--- config.mk ---
export PLATFORM = sky130hd
export DESIGN_NAME = truth_table_sweeper
export DESIGN_NICKNAME = d
export VERILOG_FILES = /design/src/rtl/truth_table_sweeper.sv
export SDC_FILE = /design/constraint.sdc
export NUM_CORES = 1
export LEC_CHECK = 0
export ABC_CLOCK_PERIOD_IN_PS = 2560
export CAP_MARGIN = 20
export CORE_ASPECT_RATIO = 1.2
export CORE_MARGIN = 4
export CORE_UTILIZATION = 57
export DETAILED_ROUTE_END_ITERATION = 12
export PLACE_DENSITY = 0.84
export SYNTH_ARGS = -nofsm -noshare
export SYNTH_HDL_FRONTEND = slang
export SYNTH_SLANG_ARGS = --single-unit
--- constraint.sdc ---
create_clock -name clk -period 2.56 [get_ports clk]
set_input_delay 0.256 -clock clk [delete_from_list [all_inputs] [get_ports clk]]
set_output_delay 0.256 -clock clk [all_outputs]
set_load 0.01 [all_outputs]
--- src/rtl/truth_table_sweeper.sv ---
// Truth-table sweeper: walks a 3-input gate through all eight input rows,
// double-samples its output per row and compares the assembled code to an expected one.
module truth_table_sweeper #(
    parameter int unsigned SETTLE = 2
) (
    input  logic       clk,
    input  logic       reset,
    input  logic       start,
    input  logic       abort,
    input  logic [7:0] expected,
    input  logic       gate_out,
    output logic       in1,
    output logic       in2,
    output logic       in3,
    output logic       busy,
    output logic       done,
    output logic       aborted,
    output logic [7:0] truth_table,
    output logic       match,
    output logic       unstable
);

    localparam logic [2:0] S_IDLE  = 3'd0;
    localparam logic [2:0] S_DRIVE = 3'd1;
    localparam logic [2:0] S_SAMP1 = 3'd2;
    localparam logic [2:0] S_SAMP2 = 3'd3;
    localparam logic [2:0] S_FIN   = 3'd4;

    localparam int unsigned CNT_W = 4;
    localparam logic [CNT_W-1:0] SETTLE_LAST = CNT_W'(SETTLE - 1);

    logic [2:0]       state, state_n;
    logic [2:0]       row, row_n;
    logic [CNT_W-1:0] cnt, cnt_n;
    logic             s1, s1_n;
    logic [7:0]       exp_q, exp_n;
    logic [7:0]       tt_n;
    logic             match_n, unstable_n, done_n, aborted_n, busy_n;
    logic [2:0]       ins_n;

    // Every architectural value is computed here and registered below, so all outputs are flops.
    always_comb begin
        state_n    = state;
        row_n      = row;
        cnt_n      = cnt;
        s1_n       = s1;
        exp_n      = exp_q;
        tt_n       = truth_table;
        match_n    = match;
        unstable_n = unstable;
        done_n     = 1'b0;
        aborted_n  = 1'b0;

        case (state)
            S_IDLE: begin
                if (start) begin
                    exp_n      = expected;
                    tt_n       = 8'h00;
                    match_n    = 1'b0;
                    unstable_n = 1'b0;
                    row_n      = 3'd0;
                    cnt_n      = '0;
                    state_n    = S_DRIVE;
                end
            end
            S_DRIVE: begin
                cnt_n = cnt + CNT_W'(1);
                if (cnt == SETTLE_LAST) begin
                    state_n = S_SAMP1;
                end
            end
            S_SAMP1: begin
                s1_n    = gate_out;
                state_n = S_SAMP2;
            end
            S_SAMP2: begin
                tt_n[3'd7 - row] = gate_out;
                if (gate_out != s1) begin
                    unstable_n = 1'b1;
                end
                if (row == 3'd7) begin
                    // Compare against the code including the row-7 bit written this cycle.
                    match_n = (tt_n == exp_q);
                    done_n  = 1'b1;
                    state_n = S_FIN;
                end else begin
                    row_n   = row + 3'd1;
                    cnt_n   = '0;
                    state_n = S_DRIVE;
                end
            end
            S_FIN: begin
                state_n = S_IDLE;
            end
            default: begin
                state_n = S_IDLE;
            end
        endcase

        // Abort overrides whatever the sweep states decided this cycle.
        if (abort && (state == S_DRIVE || state == S_SAMP1 || state == S_SAMP2)) begin
            state_n   = S_IDLE;
            row_n     = 3'd0;
            cnt_n     = '0;
            match_n   = 1'b0;
            done_n    = 1'b0;
            aborted_n = 1'b1;
        end

        busy_n = (state_n != S_IDLE);
        ins_n  = (state_n == S_DRIVE || state_n == S_SAMP1 || state_n == S_SAMP2) ? row_n : 3'd0;
    end

    always_ff @(posedge clk or posedge reset) begin
        if (reset) begin
            state       <= S_IDLE;
            row         <= 3'd0;
            cnt         <= '0;
            s1          <= 1'b0;
            exp_q       <= 8'h00;
            truth_table <= 8'h00;
            match       <= 1'b0;
            unstable    <= 1'b0;
            done        <= 1'b0;
            aborted     <= 1'b0;
            busy        <= 1'b0;
            in1         <= 1'b0;
            in2         <= 1'b0;
            in3         <= 1'b0;
        end else begin
            state       <= state_n;
            row         <= row_n;
            cnt         <= cnt_n;
            s1          <= s1_n;
            exp_q       <= exp_n;
            truth_table <= tt_n;
            match       <= match_n;
            unstable    <= unstable_n;
            done        <= done_n;
            aborted     <= aborted_n;
            busy        <= busy_n;
            in1         <= ins_n[2];
            in2         <= ins_n[1];
            in3         <= ins_n[0];
        end
    end

endmodule

==> results of run 1 <==
[cell type report]
cell class	instances	area, sq um
Clock buffer	8	68.8
Fill cell	248	875
Inverter	7	26.3
Multi-Input combinational cell	143	945
Sequential cell	35	876
Tap cell	36	45.0
Timing Repair Buffer	31	303
[cell usage in the layout (no fill, tap or decap), types with 4 or more instances in the layout]
| cell | n |
|---|---|
| nor2_1 | 19 |
| clkdlybuf4s50_1 | 28 |
| nor3b_1 | 4 |
| clkbuf_4 | 5 |
| nor3_1 | 6 |
| nand2_1 | 12 |
| inv_1 | 7 |
| o21ai_0 | 19 |
| mux2i_1 | 4 |
| xor2_1 | 4 |
| nor2b_1 | 5 |
| dfrtp_1 | 35 |
| xnor2_1 | 5 |
| nand3b_1 | 5 |
| nand3_1 | 6 |
| o22ai_1 | 5 |
| mux2_2 | 8 |
| a21oi_1 | 9 |
[registers in the layout (all words and copies together) (netlist names)]
| name | flops |
|---|---|
| done | 1 |
| in2 | 1 |
| s1 | 1 |
| in1 | 1 |
| busy | 1 |
| unstable | 1 |
| truth_table | 8 |
| row | 3 |
| exp_q | 8 |
| in3 | 1 |
| state | 3 |
| aborted | 1 |
| cnt | 4 |
| match | 1 |
[synth_stat cells, types with 2 or more instances]
cell type	count	area [sq um]
a21oi_1	9	45.0
a22oi_1	2	15.0
a31oi_1	3	18.8
buf_2	2	10.0
buf_4	4	30.0
clkbuf_1	3	11.3
dfrtp_1	35	876
ha_1	3	37.5
inv_1	7	26.3
mux2_2	8	90.1
mux2i_1	4	40.0
nand2_1	12	45.0
nand3_1	6	30.0
nand3b_1	5	37.5
nor2_1	19	71.3
nor2b_1	5	31.3
nor3_1	6	30.0
nor3b_1	4	30.0
o21ai_0	19	95.1
o22ai_1	5	31.3
or3_1	3	18.8
xnor2_1	5	43.8
xor2_1	4	35.0
[power groups by stage]
stage          Combinational, mW  Sequential [mW]  Clock, mW
6_report                   0.625            0.844      0.340
5_1_grt                    0.693            0.869      0.369
4_1_cts                    0.626            0.841      0.343
3_5_place_dp               0.621            0.852          0
3_3_place_gp               0.591            0.842          0
2_1_floorplan              0.490            0.792          0
[final timing paths]
check | startpoint | to | slack, ns | depth (start not counted)
max | row[0]$_DFF_PP0_ | match$_DFFE_PP0P_ | 0.49 | 5
min | reset | state[1]$_DFF_PP0_ | 0.31 | 3
max reg2reg | row[0]$_DFF_PP0_ | match$_DFFE_PP0P_ | 0.49 | 5
min reg2reg | cnt[3]$_DFFE_PP0P_ | cnt[3]$_DFFE_PP0P_ | 0.51 | 1
max in group asynchronous | reset | cnt[1]$_DFFE_PP0P_ | 1.95 | 3
min in group clk | expected[2] | exp_q[2]$_DFFE_PP0P_ | 0.50 | 3
[per-layer routing]
metal | up-vias | wire [um] | share of wire
li1 | 753 | - | -
met1 | 797 | 1660 | 0.38
met2 | 78 | 2360 | 0.54
met3 | 13 | 290 | 0.066
met4 | 0 | 84 | 0.019
met5 | - | 0 | 0
[worst reg2reg max path, cell delays in order, from the launching register on]
cell and delay, ns:
dfrtp_1 0.70, nor3b_1 0.45, mux2i_1 0.27, xor2_1 0.17, o21ai_0 0.13, o41ai_2 0.24
[logic make-up after synthesis]
group,Yosys count,synth area share
adder cells (fa/ha/maj),3,0.0197
AND/OR/NAND/NOR,72,0.213
AO/OA/AOI/OAI,47,0.153
multiplexers,12,0.0682
XOR/XNOR,9,0.0413
flip-flops,35,0.459
buffers and inverters,17,0.0465
[stage by stage]
| stage | area, sq um | worst slack [ns] | util | cells |
|---|---|---|---|---|
| detailed placement | 2190 | 0.484 | 0.699 | 252 |
| CTS | 2260 | 0.537 | 0.721 | 260 |
| floorplan | 1910 | 0.908 | - | 195 |
| finish | 2260 | 0.495 | 0.721 | 260 |
| global route | 2260 | 0.388 | 0.721 | 260 |
| global placement | 2190 | 0.623 | 0.699 | 252 |
==> results.ini, run 1 <==
[status]
status=complete, no violations

[cts]
cts_hold_buf=0
clk_pin_slew_ns=0.11
cts_buffers=5
cts_sinks=35
cts_root_buffer=clkbuf_4
clock_path_buffers=2
cts_tree=built
cts_resized=0
worstSkewPairLatency_ns=0.33
cts_htree_levels=2
cts_setup_buffers=0

[grt]
antenna_found_initial=0
grt_start_max_net_pins=36
grt_pass1_wl_mm=7.35
grt_pass1_vias=1634
busiest_layer=met2
grt_use_met1=0.259
grt-ovfl-total=0
met3_usage=0.0523
use_met2=0.369
track_usage=0.219

[timing]
whs_ns=0.307
fmax_mhz=484
skew_ns=0.0111
hold_viol=0
worstMarginPinSlew_ns=0.557
finalSetupViolCount=0
finalSetupTns_ns=0
final_max_slew_viol_count=0
grt_setup_unrepaired=no
fin_crit_sh=0.807
maxSlewHeadroom=0.629
min_period_ns=2.07

[layout]
drive_above_1_share=0.125
syn_to_final_growth_pct=18.5
nets=239
diodes=0

[power_and_ir_drop]
p_leak_nw=0.967
power.switching_uw=653
power_mw=1.81
p_seq_frac=0.467
power_density_nw_per_um2=799
irDropWorstVdd_mv=0.583
power.internal_mw=1.16
netSwitchingFraction=0.361
power_frac_clock=0.188
power_frac_comb=0.345

[floorplanning]
core-area_sq_um=3140
io_pins=29
dieArea_sq_um=4340
die_y_um=71.4
die-width_um=60.8
rows=22
start_util=0.608

[synthesis]
synth_seq_area_share=0.459
synth_warnings=0
synth_ff_type=dfrtp_1
syn_avg_cell_area_sq_um=9.79
synth-edff-count=0
syn_nets=211
synth-seq-cells=35
synthesis.area_sq_um=1910
syn_inst=195
yosysUniqueCellTypes=45
synthArstFlopShare=1.00

[setup_path]
critPathLaunchType=flop
path_cells=nor3b_1 -> mux2i_1 -> xor2_1 -> o21ai_0 -> o41ai_2
critPathTopFamily=flip-flops
crit_arrival_ns=2.29
cp_slowest_cell=dfrtp_1
cp.required_ns=2.79
path_buf_inv=0
cpPeakStageDelay_ns=0.70
crit_path_end_kind=flop
worstSetupPathType=reg2reg
cp_max_fo=16

[route]
antenna_left=0
vias_per_cell=6.31
firstDrtPassIters=5
drtIter0Drc=136
wl_mm=4.39
num_vias=1641
drc_errors=0
wl_per_cell_um=16.9

[flow_run]
drv_cap=0

[place]
dp_hpwl_mm=3.13
gp_congestion=0.851
numPortBuffers=28

[min_path]
hp-class=in2async

Power figures use the tool's default switching activity.
==> run 2: changes to the inputs <==
==> config.mk (replaced) <==
export PLATFORM = sky130hd
export DESIGN_NAME = truth_table_sweeper
export DESIGN_NICKNAME = d
export VERILOG_FILES = /design/src/rtl/truth_table_sweeper.sv
export SDC_FILE = /design/constraint.sdc
export NUM_CORES = 1
export LEC_CHECK = 0
export ABC_CLOCK_PERIOD_IN_PS = 2100
export CAP_MARGIN = 20
export CORE_ASPECT_RATIO = 1.2
export CORE_MARGIN = 4
export CORE_UTILIZATION = 53
export DETAILED_ROUTE_END_ITERATION = 12
export PLACE_DENSITY = 0.79
export SYNTH_ARGS = -nofsm -noshare
export SYNTH_HDL_FRONTEND = slang
export SYNTH_SLANG_ARGS = --single-unit
==> constraint.sdc (replaced) <==
create_clock -name clk -period 2.1 [get_ports clk]
set_input_delay 0.21 -clock clk [delete_from_list [all_inputs] [get_ports clk]]
set_output_delay 0.21 -clock clk [all_outputs]
set_load 0.01 [all_outputs]
==> results.ini, run 2 (same netlist as run 1, synthesis figures left out) <==
[grt]
antenna_found_initial=0  ; unchanged
met3_usage=0.0550  ; +0.00279
grt_pass1_wl_mm=7.08  ; -3.7%
busiest_layer=met2
use_met2=0.364  ; -0.00486
grt_pass1_vias=1556  ; -4.8%
grt-ovfl-total=0  ; unchanged
track_usage=0.198  ; -0.0215
grt_start_max_net_pins=36  ; unchanged
grt_use_met1=0.216  ; -0.0428

[cts]
cts_buffers=5  ; unchanged
clock_path_buffers=2  ; unchanged
cts_tree=built
worstSkewPairLatency_ns=0.29  ; -0.04 ns
cts_resized=0  ; unchanged
cts_root_buffer=clkbuf_8
cts_sinks=35  ; unchanged
cts_hold_buf=0  ; unchanged
cts_htree_levels=2  ; unchanged
cts_setup_buffers=0  ; unchanged
clk_pin_slew_ns=0.06  ; -0.05 ns

[route]
firstDrtPassIters=4  ; -1
num_vias=1550  ; -5.5%
antenna_left=0  ; unchanged
wl_mm=4.29  ; -2.2%
vias_per_cell=5.83  ; -7.7%
drc_errors=0  ; unchanged
wl_per_cell_um=16.1  ; -4.4%
drtIter0Drc=53  ; -61%

[setup_path]
worstSetupPathType=reg2reg
crit_arrival_ns=2.10  ; -0.19 ns
critPathLaunchType=flop
path_cells=ha_1 -> a31o_2 -> a22o_1 -> or3_1 -> nor3_1
r2r_cells=5  ; unchanged
cp.required_ns=2.30  ; -0.49 ns
cp_slowest_cell=dfrtp_1
cp_max_fo=12  ; -4
crit_path_end_kind=flop
cpPeakStageDelay_ns=0.53  ; -0.17 ns

[power_and_ir_drop]
power.switching_uw=815  ; +25%
irDropWorstVdd_mv=0.651  ; +12%
power.internal_mw=1.46  ; +26%
p_seq_frac=0.449  ; -0.018
netSwitchingFraction=0.359  ; -0.00233
power_density_nw_per_um2=982  ; +23%
p_leak_nw=0.997  ; +3.1%
power_frac_clock=0.206  ; +0.018
power_frac_comb=0.346  ; about the same

[floorplanning]
io_pins=29  ; unchanged
dieArea_sq_um=4630  ; +6.6%
die-width_um=62.8  ; +3.2%
start_util=0.562  ; -0.0462
die_y_um=73.8  ; +3.3%
core-area_sq_um=3400  ; +8.2%
rows=23  ; +4.5%

[flow_run]
drv_cap=0  ; unchanged

[layout]
syn_to_final_growth_pct=21.2
nets=244  ; +2.1%
top_regs=exp_q: 8 flops, truth_table: 8 flops, cnt: 4 flops
diodes=0  ; unchanged
nFillCells=273  ; +10%
mostFrequentLayoutCell=dfrtp_1
drive_above_1_share=0.140  ; +0.0147
most-common-layout-cells=dfrtp_1, clkdlybuf4s50_1, nor2_1, o21ai_0, nand2_1

[timing]
finalSetupTns_ns=0  ; unchanged
final_max_slew_viol_count=0  ; unchanged
whs_ns=0.329  ; +0.0230 ns
min_period_ns=1.91  ; -0.159 ns
fmax_mhz=525  ; +8.4%
grt_setup_unrepaired=no
maxSlewHeadroom=0.690  ; +0.0610
fin_crit_sh=0.908  ; +0.101
finalSetupViolCount=0  ; unchanged
hold_viol=0  ; unchanged
skew_ns=0.00738  ; -0.00375 ns
worstMarginPinSlew_ns=0.464  ; -0.0930 ns

[status]
status=complete, no violations

[min_path]
hp-class=in2async

[place]
dp_hpwl_mm=3.12  ; -0.33%
gp_congestion=0.843  ; -0.99%
numPortBuffers=28  ; unchanged

[run 2: final cells by class]
class	count	area, sq um	area share
well taps	37	46.3	0.0200
inverters	7	26.3	0.0114
repair buffers	36	340	0.147
flip-flops and latches	35	876	0.378
multi-input cells	143	945	0.408
clock buffers	7	76.3	0.0330
clock inverters	1	5.00	0.00216
[run 2: per-layer routing]
layer	share of wire	wire length, um
met5	0	0
met4	0.018	78
met3	0.041	178
met2	0.54	2310
met1	0.40	1730
[run 2: power groups by stage]
stage	clock network (mW)	logic [mW]	registers, mW
2_1_floorplan	0	0.597	0.966
3_3_place_gp	0	0.752	1.02
3_5_place_dp	0	0.788	1.03
4_1_cts	0.478	0.792	1.02
5_1_grt	0.510	0.861	1.04
6_report	0.467	0.785	1.02
[run 2: final timing paths]
path | from | endpoint | slack, ns
worst max-delay path | row[1]$_DFF_PP0_ | in3$_DFF_PP0_ | 0.19
min in group clk | expected[2] | exp_q[2]$_DFFE_PP0P_ | 0.49
worst min-delay path | reset | exp_q[4]$_DFFE_PP0P_ | 0.33
worst min register to register | match$_DFFE_PP0P_ | match$_DFFE_PP0P_ | 0.50
max in group asynchronous | reset | exp_q[1]$_DFFE_PP0P_ | 1.46
worst max register to register | row[1]$_DFF_PP0_ | in3$_DFF_PP0_ | 0.19
[run 2: critical path: cells and delay by family, from the launching register on]
kind	cells	cell delay [ns]
adders and majority gates	1	0.31
DFF	1	0.53
and+or+nand+nor	2	0.58
AOI/OAI and AO/OA	2	0.41
[run 2: stage by stage]
| step | instance area, sq um | total power, mW | worst slack (ns) | utilization | std cells |
|---|---|---|---|---|---|
| final | 2310 | 2.27 | 0.194 | 0.682 | 266 |
| after CTS | 2310 | 2.29 | 0.205 | 0.682 | 266 |
| after floorplan | 1910 | 1.56 | 0.448 | - | 195 |
| after global placement | 2230 | 1.77 | 0.199 | 0.658 | 258 |
| after global routing | 2310 | 2.41 | 0.00919 | 0.682 | 266 |
| after detailed placement | 2230 | 1.82 | 0.138 | 0.658 | 258 |
==> run 3: changes to the inputs <==
--- a/config.mk
+++ b/config.mk
@@ -6,12 +6,12 @@
 export NUM_CORES = 1
 export LEC_CHECK = 0
 export ABC_CLOCK_PERIOD_IN_PS = 2100
-export CAP_MARGIN = 20
+export CAP_MARGIN = 15
 export CORE_ASPECT_RATIO = 1.2
 export CORE_MARGIN = 4
-export CORE_UTILIZATION = 53
+export CORE_UTILIZATION = 50
 export DETAILED_ROUTE_END_ITERATION = 12
-export PLACE_DENSITY = 0.79
+export PLACE_DENSITY = 0.75
 export SYNTH_ARGS = -nofsm -noshare
 export SYNTH_HDL_FRONTEND = slang
 export SYNTH_SLANG_ARGS = --single-unit
==> results.ini, run 3 (same netlist as run 1, synthesis figures left out) <==
[status]
status=complete, no violations

[power_and_ir_drop]
power_mw=2.45  ; +7.6%
power_frac_comb=0.332  ; -0.014
netSwitchingFraction=0.338  ; -0.0211
power.switching_uw=826  ; +1.3%
p_seq_frac=0.409  ; -0.040
power.internal_mw=1.62  ; +11%
power_density_nw_per_um2=1030  ; +4.8%
power_frac_clock=0.259  ; +0.053
p_leak_nw=1.02  ; +2.4%
irDropWorstVdd_mv=0.633  ; -2.8%

[layout]
drive_above_1_share=0.152  ; +0.0124
nFillCells=294  ; +7.7%
diodes=0  ; unchanged
final_util=0.649  ; -0.0327
design_area_sq_um=2380  ; +2.7%
nets=245  ; +0.41%
instances_no_fill=282  ; +6.0%
syn_to_final_growth_pct=24.5
mostFrequentLayoutCell=dfrtp_1
most-common-layout-cells=dfrtp_1, clkdlybuf4s50_1, nor2_1, o21ai_0, nand2_1
top_regs=exp_q: 8 flops, truth_table: 8 flops, cnt: 4 flops

[place]
place_area_sq_um=2260  ; +1.2%
dp_hpwl_mm=3.19  ; +2.0%
pre_cts_slack_ns=0.0887  ; -0.0489 ns
gp_congestion=0.899  ; +6.7%
dp_cells=274  ; +6.2%
numPortBuffers=28  ; unchanged

[cts]
cts_tree=built
worstSkewPairLatency_ns=0.29  ; about the same
cts_sinks=35  ; unchanged
cts_setup_buffers=0  ; unchanged
cts_resized=0  ; unchanged
cts_root_buffer=clkbuf_8
cts_buffers=5  ; unchanged
cts_htree_levels=2  ; unchanged
clock_path_buffers=2  ; unchanged
clk_pin_slew_ns=0.07  ; about the same
cts_hold_buf=0  ; unchanged

[setup_path]
cpPeakStageDelay_ns=0.51  ; -0.02 ns
r2r_cells=5  ; unchanged
reg2reg_from=row[1]$_DFF_PP0_
crit_arrival_ns=2.10  ; about the same
critPathTopFamily=simple AND/OR/NAND/NOR gates
worstReg2RegEnd=in2$_DFF_PP0_
worst-r2r-setup-slack_ns=0.19  ; about the same
crit_path_end_kind=flop
worstSetupPathType=reg2reg
cp_slowest_cell=dfrtp_1
path_depth=5  ; unchanged
path_buf_inv=0  ; unchanged
critPathLaunchType=flop
cp_max_fo=10  ; -2
cp.required_ns=2.30  ; about the same
path_cells=ha_1 -> a31o_2 -> a22o_1 -> or3_1 -> nor3_1

[flow_run]
drv_cap=0  ; unchanged

[grt]
grt-ovfl-total=0  ; unchanged
antenna_found_initial=0  ; unchanged
grt_start_max_net_pins=36  ; unchanged
grt_pass1_vias=1497  ; -3.8%
track_usage=0.194  ; -0.00381
grt_pass1_wl_mm=7.16  ; +1.1%

[timing]
skew_ns=0.00558  ; -0.00180 ns
finalSetupTns_ns=0  ; unchanged
fin_crit_sh=0.907  ; about the same
worstMarginPinSlew_ns=0.474  ; +0.0102 ns
maxSlewHeadroom=0.684  ; -0.00584
setup_slack_ns=0.195  ; +0.000653 ns
min_period_ns=1.91  ; -0.000653 ns
fmax_mhz=525  ; about the same
finalSetupViolCount=0  ; unchanged
whs_ns=0.313  ; -0.0169 ns
grt_setup_unrepaired=no
hold_viol=0  ; unchanged
final_max_slew_viol_count=0  ; unchanged

[route]
drc_errors=0  ; unchanged
antenna_left=0  ; unchanged
wl_mm=4.36  ; +1.6%
drtIter0Drc=89  ; +68%
firstDrtPassIters=4  ; unchanged
vias_per_cell=5.61  ; -3.8%
wl_per_cell_um=15.5  ; -4.2%
num_vias=1581  ; +2.0%

[floorplanning]
io_pins=29  ; unchanged
die_y_um=75.7  ; +2.6%
start_util=0.521  ; -0.0411
core-area_sq_um=3660  ; +7.9%
die-width_um=64.4  ; +2.6%
dieArea_sq_um=4880  ; +5.3%
rows=24  ; +4.3%

[min_path]
hp-class=in2async

-- run 3: changes by cell type in the layout (fill, tap and decap cells not counted), sizes merged --
cell    delta
clkbuf     -1
buf        +1
bufinv     +1
-- run 3: worst max-delay path by stage --
stage / from / end / slack [ns]
final: row[1]$_DFF_PP0_ / in2$_DFF_PP0_ / 0.19
after global routing: state[1]$_DFF_PP0_ / in2$_DFF_PP0_ / 0.04
after CTS: row[1]$_DFF_PP0_ / in2$_DFF_PP0_ / 0.18
after detailed placement: start / in2$_DFF_PP0_ / 0.09
after global placement: abort / match$_DFFE_PP0P_ / 0.20
after floorplan: row[1]$_DFF_PP0_ / match$_DFFE_PP0P_ / 0.45
-- run 3: final cells by class --
cell class	count	area [sq um]	area share
clock buffer	6	82.6	0.0347
clock inverter	2	35.0	0.0147
inverter	7	26.3	0.0111
multi-input combinational	143	945	0.397
sequential	35	876	0.368
tap	52	65.1	0.0274
timing repair buffer	37	348	0.146
-- run 3: tightest hold or removal path: stages --
cell and delay [ns]:
clkdlybuf4s50_1 0.40, inv_1 0.05, buf_4 0.38
-- run 3: per-layer routing --
layer,up-vias,part of all wire,GRT usage
met5,-,0,0
met3,7,0.046,0.0442
met2,31,0.53,0.344
met4,0,0.019,0.0915
li1,766,-,-
met1,777,0.41,0.225
-- run 3: power groups by stage --
stage	combinational, mW	clock (mW)	sequential [mW]
floorplan	0.597	0	0.966
global placement	0.778	0	1.00
detailed placement	0.815	0	1.01
CTS	0.821	0.645	1.00
global route	0.899	0.673	1.03
finish	0.811	0.634	1.00
